[src/rtl/gshare_btb_if.sv]
// Fetch-side lookup and resolution-side training signals shared between the
// core (master) and the gshare/BTB predictor (slave).
interface gshare_btb_if #(
    parameter int GHR_BITS = 5
) ();
    logic [31:0]         if_pc;
    logic [31:0]         pred_pc;
    logic                pred_taken;
    logic [GHR_BITS-1:0] pred_idx;
    logic                upd_valid;
    logic [31:0]         upd_pc;
    logic                upd_is_ctrl;
    logic                upd_is_cond;
    logic                upd_taken;
    logic [31:0]         upd_target;
    logic [GHR_BITS-1:0] upd_idx;

    modport master (
        output if_pc, upd_valid, upd_pc, upd_is_ctrl, upd_is_cond,
               upd_taken, upd_target, upd_idx,
        input  pred_pc, pred_taken, pred_idx
    );

    modport slave (
        input  if_pc, upd_valid, upd_pc, upd_is_ctrl, upd_is_cond,
               upd_taken, upd_target, upd_idx,
        output pred_pc, pred_taken, pred_idx
    );
endinterface

[src/rtl/gshare_btb_predictor.sv]
// Gshare direction predictor with a tagged, direct-mapped BTB. Prediction is
// combinational from if_pc; training happens at resolution with the fetch-time PHT index.
module gshare_btb_predictor #(
    parameter int GHR_BITS    = 5,
    parameter int BTB_ENTRIES = 32
) (
    input  logic          clk,
    input  logic          reset,
    gshare_btb_if.slave   bus
);
    localparam int BTB_IDX     = $clog2(BTB_ENTRIES);
    localparam int TAG_W       = 32 - BTB_IDX - 2;
    localparam int PHT_ENTRIES = 1 << GHR_BITS;

    logic [BTB_ENTRIES-1:0] btb_valid_r;
    logic [BTB_ENTRIES-1:0] btb_uncond_r;
    logic [TAG_W-1:0]       btb_tag_r    [BTB_ENTRIES];
    logic [31:0]            btb_target_r [BTB_ENTRIES];
    logic [1:0]             pht_r        [PHT_ENTRIES];
    logic [GHR_BITS-1:0]    ghr_r;

    logic [BTB_IDX-1:0]     look_btb_idx_s;
    logic [TAG_W-1:0]       look_tag_s;
    logic [GHR_BITS-1:0]    look_pht_idx_s;
    logic                   look_hit_s;
    logic                   look_taken_s;
    logic [BTB_IDX-1:0]     upd_btb_idx_s;
    logic [TAG_W-1:0]       upd_tag_s;
    logic                   btb_wr_s;
    logic                   pht_wr_s;
    logic [GHR_BITS:0]      ghr_shift_s;
    logic                   unused_ok_s;

    // Two-bit saturating counter step toward the resolved direction.
    function automatic logic [1:0] sat_step(input logic [1:0] cnt, input logic taken);
        logic [1:0] nxt;
        case ({taken, cnt})
            3'b1_00: nxt = 2'b01;
            3'b1_01: nxt = 2'b10;
            3'b1_10: nxt = 2'b11;
            3'b1_11: nxt = 2'b11;
            3'b0_00: nxt = 2'b00;
            3'b0_01: nxt = 2'b00;
            3'b0_10: nxt = 2'b01;
            3'b0_11: nxt = 2'b10;
            default: nxt = 2'b01;
        endcase
        return nxt;
    endfunction

    assign unused_ok_s = ^{bus.if_pc[1:0], bus.upd_pc[1:0]};

    // Lookup path: BTB hit plus PHT direction, or uncond entry, selects the target.
    always_comb begin
        look_btb_idx_s = bus.if_pc[BTB_IDX+1:2];
        look_tag_s     = bus.if_pc[31:BTB_IDX+2];
        look_pht_idx_s = bus.if_pc[GHR_BITS+1:2] ^ ghr_r;
        look_hit_s     = btb_valid_r[look_btb_idx_s] && (btb_tag_r[look_btb_idx_s] == look_tag_s);
        look_taken_s   = look_hit_s && (btb_uncond_r[look_btb_idx_s] || pht_r[look_pht_idx_s][1]);
        if (look_taken_s) begin
            bus.pred_pc = btb_target_r[look_btb_idx_s];
        end else begin
            bus.pred_pc = bus.if_pc + 32'd4;
        end
        bus.pred_taken = look_taken_s;
        bus.pred_idx   = look_pht_idx_s;
    end

    // Training decode; a cond branch flagged as non-control is still treated as control.
    always_comb begin
        upd_btb_idx_s = bus.upd_pc[BTB_IDX+1:2];
        upd_tag_s     = bus.upd_pc[31:BTB_IDX+2];
        btb_wr_s      = bus.upd_valid && (bus.upd_is_ctrl || bus.upd_is_cond) && bus.upd_taken;
        pht_wr_s      = bus.upd_valid && bus.upd_is_cond;
        ghr_shift_s   = {ghr_r, bus.upd_taken};
    end

    // Resettable predictor state: BTB valid/uncond flags, PHT counters, history.
    always_ff @(posedge clk) begin
        if (reset) begin
            btb_valid_r  <= {BTB_ENTRIES{1'b0}};
            btb_uncond_r <= {BTB_ENTRIES{1'b0}};
            ghr_r        <= {GHR_BITS{1'b0}};
            for (int i = 0; i < PHT_ENTRIES; i++) begin
                pht_r[i] <= 2'b01;
            end
        end else begin
            if (btb_wr_s) begin
                btb_valid_r[upd_btb_idx_s]  <= 1'b1;
                btb_uncond_r[upd_btb_idx_s] <= !bus.upd_is_cond;
            end
            if (pht_wr_s) begin
                pht_r[bus.upd_idx] <= sat_step(pht_r[bus.upd_idx], bus.upd_taken);
                ghr_r              <= ghr_shift_s[GHR_BITS-1:0];
            end
        end
    end

    // BTB payload; only meaningful behind a valid bit, so it needs no reset.
    always_ff @(posedge clk) begin
        if (btb_wr_s && !reset) begin
            btb_tag_r[upd_btb_idx_s]    <= upd_tag_s;
            btb_target_r[upd_btb_idx_s] <= bus.upd_target;
        end
    end
endmodule

[src/flat_wrapper.sv]
// flat-port wrapper written by rule: the top's interface ports become plain ports
module gshare_btb_predictor_flat 
#(
    parameter int GHR_BITS    = 5,
    parameter int BTB_ENTRIES = 32
)
  (clk, reset, bus_if_pc, bus_upd_valid, bus_upd_pc, bus_upd_is_ctrl, bus_upd_is_cond, bus_upd_taken, bus_upd_target, bus_upd_idx, bus_pred_pc, bus_pred_taken, bus_pred_idx);
  gshare_btb_if #(.GHR_BITS(GHR_BITS)) bus_i ();
  input  logic clk;
  input  logic reset;
  input wire logic [$bits(bus_i.if_pc)-1:0] bus_if_pc;
  input wire logic [$bits(bus_i.upd_valid)-1:0] bus_upd_valid;
  input wire logic [$bits(bus_i.upd_pc)-1:0] bus_upd_pc;
  input wire logic [$bits(bus_i.upd_is_ctrl)-1:0] bus_upd_is_ctrl;
  input wire logic [$bits(bus_i.upd_is_cond)-1:0] bus_upd_is_cond;
  input wire logic [$bits(bus_i.upd_taken)-1:0] bus_upd_taken;
  input wire logic [$bits(bus_i.upd_target)-1:0] bus_upd_target;
  input wire logic [$bits(bus_i.upd_idx)-1:0] bus_upd_idx;
  output wire logic [$bits(bus_i.pred_pc)-1:0] bus_pred_pc;
  output wire logic [$bits(bus_i.pred_taken)-1:0] bus_pred_taken;
  output wire logic [$bits(bus_i.pred_idx)-1:0] bus_pred_idx;
  assign bus_i.if_pc = bus_if_pc;
  assign bus_i.upd_valid = bus_upd_valid;
  assign bus_i.upd_pc = bus_upd_pc;
  assign bus_i.upd_is_ctrl = bus_upd_is_ctrl;
  assign bus_i.upd_is_cond = bus_upd_is_cond;
  assign bus_i.upd_taken = bus_upd_taken;
  assign bus_i.upd_target = bus_upd_target;
  assign bus_i.upd_idx = bus_upd_idx;
  assign bus_pred_pc = bus_i.pred_pc;
  assign bus_pred_taken = bus_i.pred_taken;
  assign bus_pred_idx = bus_i.pred_idx;
  gshare_btb_predictor #(.GHR_BITS(GHR_BITS), .BTB_ENTRIES(BTB_ENTRIES)) u_core (.clk(clk), .reset(reset), .bus(bus_i));
endmodule
[config.mk]
export PLATFORM = sky130hd
export DESIGN_NAME = gshare_btb_predictor_flat
export DESIGN_NICKNAME = d
export VERILOG_FILES = /design/src/rtl/gshare_btb_if.sv /design/src/rtl/gshare_btb_predictor.sv /design/src/flat_wrapper.sv
export SDC_FILE = /design/constraint.sdc
export NUM_CORES = 2
export LEC_CHECK = 0
export ABC_AREA = 1
export BUFFER_PORTS_ARGS = -buffer_cell sky130_fd_sc_hd__buf_4
export CORE_ASPECT_RATIO = 0.75
export CORE_MARGIN = 5
export CORE_UTILIZATION = 57
export DETAILED_ROUTE_END_ITERATION = 8
export PLACE_DENSITY_LB_ADDON = 0.12
export SLEW_MARGIN = 30
export SYNTH_ARGS = -nofsm -noshare
export SYNTH_HDL_FRONTEND = slang
export SYNTH_SLANG_ARGS = --single-unit
[constraint.sdc]
create_clock -name clk -period 5.17 [get_ports clk]
set_input_delay 0.2585 -clock clk [delete_from_list [all_inputs] [get_ports clk]]
set_output_delay 0.2585 -clock clk [all_outputs]
set_load 0.05 [all_outputs]
# Yosys cells after proc, flatten, opt, wreduce, memory -nomap -nowiden
# Memory sizes are Yosys's and may differ from the RTL's.
# Index checks and enable logic that the tools add are counted.
# word_totals
regBits	69
mem_bits_rw	1888
mem_bits_ro	16
wordCells	46
mem_count	4
# classes
addsub	1
n_lt_le_gt_ge	3
n_eq_ne	1
mux	20
n_bitwise	2
reduce_logical	12
# memory_table
name	depth	word_bits	rd	rd_ports_with_merged_regs	write_ports	line	text
u_core.btb_target_r	32	32	1	0	1	gshare_btb_predictor.sv:18	logic [31:0] btb_target_r [BTB_ENTRIES];
u_core.btb_tag_r	32	25	1	0	1	gshare_btb_predictor.sv:17	logic [TAG_W-1:0] btb_tag_r [BTB_ENTRIES];
u_core.pht_r	32	2	2	0	32	gshare_btb_predictor.sv:19	logic [1:0] pht_r [PHT_ENTRIES];
(name not given)	8	2	1	0	0	gshare_btb_predictor.sv:37	case ({taken, cnt})
# op_table
op	count
$add A32 B3 Y32 const B	1
$bwmux W32	1
$mux W32	1
$or A32 B32 Y32	1
$eq A25 B25 Y1	1
$lt A5 B6 Y1 const B	2
$mux W1	11
$bmux W1 S5	2
$logic_and A1 B1 Y1	7
$mux W2	3
$demux W1 S5	1
$ge A5 B1 Y1 const B	1
$mux W5	1
$xor A5 B5 Y5	1
$logic_not A1 Y1	2
$logic_or A1 B1 Y1	2
$reduce_or A2 Y1	1

# Longest topological paths before layout
# logic_depth
depth_word	6
mapped_depth	24
depth_no_buf	19

# Least setup slack after synthesis
# OpenSTA, ideal clock, no wires.
# synth_path
kind	in2reg
from	input port bus_upd_is_cond
to	memory u_core.btb_tag_r[10][0] in the netlist's numbering, enable pin
t_arrival_ps	4973
setup_slack_ps	-345
cell_stages	7
n_path_buf	1
cell_sequence	clkbuf_1 > nor2_1 > nor2_1 > inv_1 > nor2_1 > inv_1 > nor3_1
# synth_between
elab_chain_cells	6
# synth_rtl
element	line	text
from (decl)	flat_wrapper.sv:15	input wire logic [$bits(bus_i.upd_is_cond)-1:0] bus_upd_is_cond;
$logic_or A1 B1 Y1	gshare_btb_predictor.sv:73	btb_wr_s = bus.upd_valid && (bus.upd_is_ctrl || bus.upd_is_cond) && bus.upd_taken;
$logic_and A1 B1 Y1 (2 in a row)	gshare_btb_predictor.sv:73	
$logic_and A1 B1 Y1	gshare_btb_predictor.sv:101	if (btb_wr_s && !reset) begin
$mux W1	gshare_btb_predictor.sv:101	
$mux W1 (implied by the code)	gshare_btb_predictor.sv:102	btb_tag_r[upd_btb_idx_s] <= upd_tag_s;
to (decl)	gshare_btb_predictor.sv:17	
# Every way passes these cells.

# Worst setup path in the final report
# layout_path
from	register u_core.ghr_r[0]
to	output port bus_pred_pc[7]
# layout_between
elab_chain_cells	5
# layout_rtl
element	line	text
from (decl)	gshare_btb_predictor.sv:20	logic [GHR_BITS-1:0] ghr_r;
from (signal assigned)	gshare_btb_predictor.sv:83	ghr_r <= {GHR_BITS{1'b0}};
from (signal assigned)	gshare_btb_predictor.sv:94	ghr_r <= ghr_shift_s[GHR_BITS-1:0];
$xor A5 B5 Y5	gshare_btb_predictor.sv:57	look_pht_idx_s = bus.if_pc[GHR_BITS+1:2] ^ ghr_r;
$mem_v2 Z32 W2	--	
$logic_or A1 B1 Y1	gshare_btb_predictor.sv:59	look_taken_s = look_hit_s && (btb_uncond_r[look_btb_idx_s] || pht_r[look_pht_idx_s][1]);
$logic_and A1 B1 Y1	gshare_btb_predictor.sv:59	
$mux W32	gshare_btb_predictor.sv:60	if (look_taken_s) begin
to (decl)	flat_wrapper.sv:19	output wire logic [$bits(bus_i.pred_pc)-1:0] bus_pred_pc;
# Every way passes these cells.

==> reports/summary.txt <==
Initial Util: 0.572
1st-iter DRT viols: 7807
Pwr Density: 362 nW/um^2
Vias in the first global route: 50300
Fillcell total: 10600
Share of cells above drive strength 1: 0.0840
Gr usage total: 0.311
Final Cycle Share: 0.898
Peak supply drop: 0.304 mV
Die ar.: 148000 sq um
Hold Path Class: input port to flop
Placer Congestion: 0.904
First-pass GRT wire length: 340000 um
Reg2reg end: u_core.pht_r[28][1]
Critical path type: flop to output port
Type of origin of the critical path: flop
CP Data Arrival Time: 4.38 ns
# DRC: 0
Pin count of the biggest net entering global routing: 139
FMAX: 216 MHz
Worst R2R Setup Slack: 2.63 ns
Grt total ovfl: 0
Post-DP HPWL: 123000 um
Share of the synthesized area in the top cell type: 0.707
Worst EP required: 4.91 ns
Worst r2r src: u_core.pht_r[9][0]
Clock slew at reported path FFs: 0.07 ns
Initial antenna violation count: 8
Sequential element share of the synthesized area: 0.724
#FFs+latches synth: 1957
Routed length per placed instance: 26.2 um
Clk_lat worst skew: 0.81 ns
Skew final: 0.00928 ns
Drt total wl: 235000 um
# setup viols final: 0
FF-to-FF path depth: 8
Via count: 54900
Mapped Nets: 6945
Num ports: 145
WHS Path Cells: 2
Via/cell ratio: 6.12
Cells after Synth: 6837
CTS max path bufs: 3
Final hold violations: 0
Area Overhead vs Synth: 12.1%
Leakage: 30.9 nW
Crit end category: output port
CTS buffer count: 183
Total Nets Final: 7056
Pins over their slew limit: 0
Die H: 335 um
Cell accounting for the most synthesized area: edfxtp_1
H-tree depth: 4
Hold Path Sink: u_core.btb_valid_r[19]
Worst hold margin: 0.0475 ns
Max_cap viols: 0
Clk sinks: 1957
Crit path max fanout: 27
Placeable Area: 140000 sq um
Hold Startpoint: reset
Num rows: 119
Port Buf Inserts: 142
Yosys warnings: 0
Drt pass-1 iters: 6
Yosys cell types: 42
Mapped cell area: 80200 sq um
Crit path time final: 4.64 ns
Root buffer cell: clkbuf_16
Worst-Margin Slew: 1.04 ns
RSZ-0062 raised after global routing: no
Status: finished clean
Slew headroom: 0.307
CTS tree: yes
Post-route ant nets: 0
Top area cells in the synthesized netlist: edfxtp_1 (71%), nand2_1 (5.3%), nor2_1 (5.3%), o21ai_0 (4.8%), nand3_1 (3.0%)
Post-synthesis average cell area: 11.7 sq um
Die width: 443 um
Setup TNS: 0 ns
[cell type report]
class                           instances  area (sq um)  area share
Inverter                              284          1110      0.0123
Antenna cell                            6          15.0    0.000167
Tap cell                             1875          2350      0.0261
Sequential cell                      1957         58100       0.646
Timing Repair Buffer                  357          3470      0.0386
Clock buffer                          236          4840      0.0539
Multi-Input combinational cell       4165         19300       0.215
Clock inverter                         95           759     0.00845
[layout by cell type, fill, tap and decap left out, types with 6 or more instances in the layout]
cell type	count
diode_2	6
nor4_1	6
nand4_1	7
o21a_1	7
a22oi_1	16
dlygate4sd3_1	74
buf_12	44
o211ai_1	28
xor2_1	21
dfxtp_1	69
bufinv_16	11
nor2_1	1109
a21oi_1	128
a221o_1	37
clkbuf_16	186
nand3_1	487
xnor2_1	6
nor2_4	30
edfxtp_1	1888
buf_4	234
inv_1	272
o21ai_1	24
o21ai_2	16
o22ai_1	211
clkbuf_1	50
nor3_1	16
o221ai_1	37
clkinv_1	45
nand2_1	1136
clkinv_2	23
o21ai_0	764
inv_6	12
a31oi_1	51
[registers in the layout, indices dropped and copies added, names as in the netlist]
register	cells
u_core.btb_valid_r	32
u_core.btb_uncond_r	32
u_core.ghr_r	5
u_core.pht_r	64
u_core.btb_target_r	1024
u_core.btb_tag_r	800
[through the flow]
stage          worst slack (ns)  instance area [sq um]  power (mW)  utilization  instances
2_1_floorplan              1.00                  80200        19.0            -       6837
3_3_place_gp              0.749                  83500        19.9        0.596       8561
3_5_place_dp              0.718                  83600        19.9        0.596       8564
4_1_cts                   0.497                  89900        32.6        0.642       8969
5_1_grt                   0.288                  89900        33.6        0.642       8972
6_report                  0.530                  89900        32.6        0.642       8975
[cells by family (layout without fill, tap and decap cells)]
| group | after synthesis | in the layout | share of synthesized area |
|---|---|---|---|
| AOI/OAI and AO/OA | 1325 | 1325 | 0.0934 |
| xor gates and xnor gates | 27 | 27 | 0.00295 |
| adders and majority gates | 1 | 1 | 0.000156 |
| buffers and inverters | 715 | 972 | 0.0385 |
| DFF | 1957 | 1957 | 0.724 |
| other | 0 | 6 | 0 |
| and+or+nand+nor | 2812 | 2812 | 0.141 |
[cells in the mapped netlist (all sizes together)]
master	number
a21boi	1
buf	188
a21oi	128
o22ai	211
nor2	1143
nor4	6
clkbuf	243
o211ai	28
a22o	4
nor3	20
or2	4
a22oi	16
xor2	21
nand3b	1
ha	1
o221ai	37
clkinv	2
nand2	1142
xnor2	6
and3	1
a31oi	51
inv	282
nand4	8
o21ai	804
o31ai	1
edfxtp	1888
nand3	487
o21a	7
dfxtp	69
a221o	37
[where the power goes]
| part | leakage [nW] | switching [mW] | internal [mW] | total (mW) |
|---|---|---|---|---|
| logic | 10.6 | 1.62 | 0.591 | 2.21 |
| clock network | 2.73 | 5.77 | 7.14 | 12.9 |
| registers | 17.5 | 0.0188 | 17.4 | 17.4 |
| total | 30.9 | 7.41 | 25.2 | 32.6 |
[how the worst max path moves through the flow]
stage	from	depth (start not counted)	end
3_3_place_gp	bus_if_pc[4]	17	bus_pred_pc[7]
5_1_grt	u_core.ghr_r[0]	18	bus_pred_pc[23]
4_1_cts	u_core.ghr_r[0]	15	bus_pred_pc[7]
3_5_place_dp	bus_if_pc[3]	16	bus_pred_pc[3]
6_report	u_core.ghr_r[0]	15	bus_pred_pc[7]
2_1_floorplan	bus_upd_is_cond	9	u_core.btb_tag_r[17][0]
[timing repair]
action                                 in CTS  in global routing
endpoints found under the hold margin    1899                  0
hold buffers                               74                  0
gates resized for setup                     0                  0
buffers inserted                            0                  0
[metal layers]
layer	up-vias	part of all wire	global-route usage
met5	-	0.000098	0
met1	26800	0.41	0.463
met3	478	0.10	0.0524
met2	3062	0.44	0.464
met4	4	0.041	0.123
li1	24500	-	-
[worst max-delay path, stage by stage (launching register included)]
cell and delay [ns]:
dfxtp_1 0.39, inv_1 0.09, nand2_1 0.08, nand2_2 0.24
o21ai_0 0.24, nand2_1 0.07, nand3_1 0.09, nand3_1 0.08
nand2_1 0.12, nand2_1 0.06, nand3_1 0.23, nand3_1 0.35
nor2_4 0.35, nand2_4 0.27, o21ai_1 0.58, buf_4 0.31
Note: power is estimated with default switching activity, not from simulation.
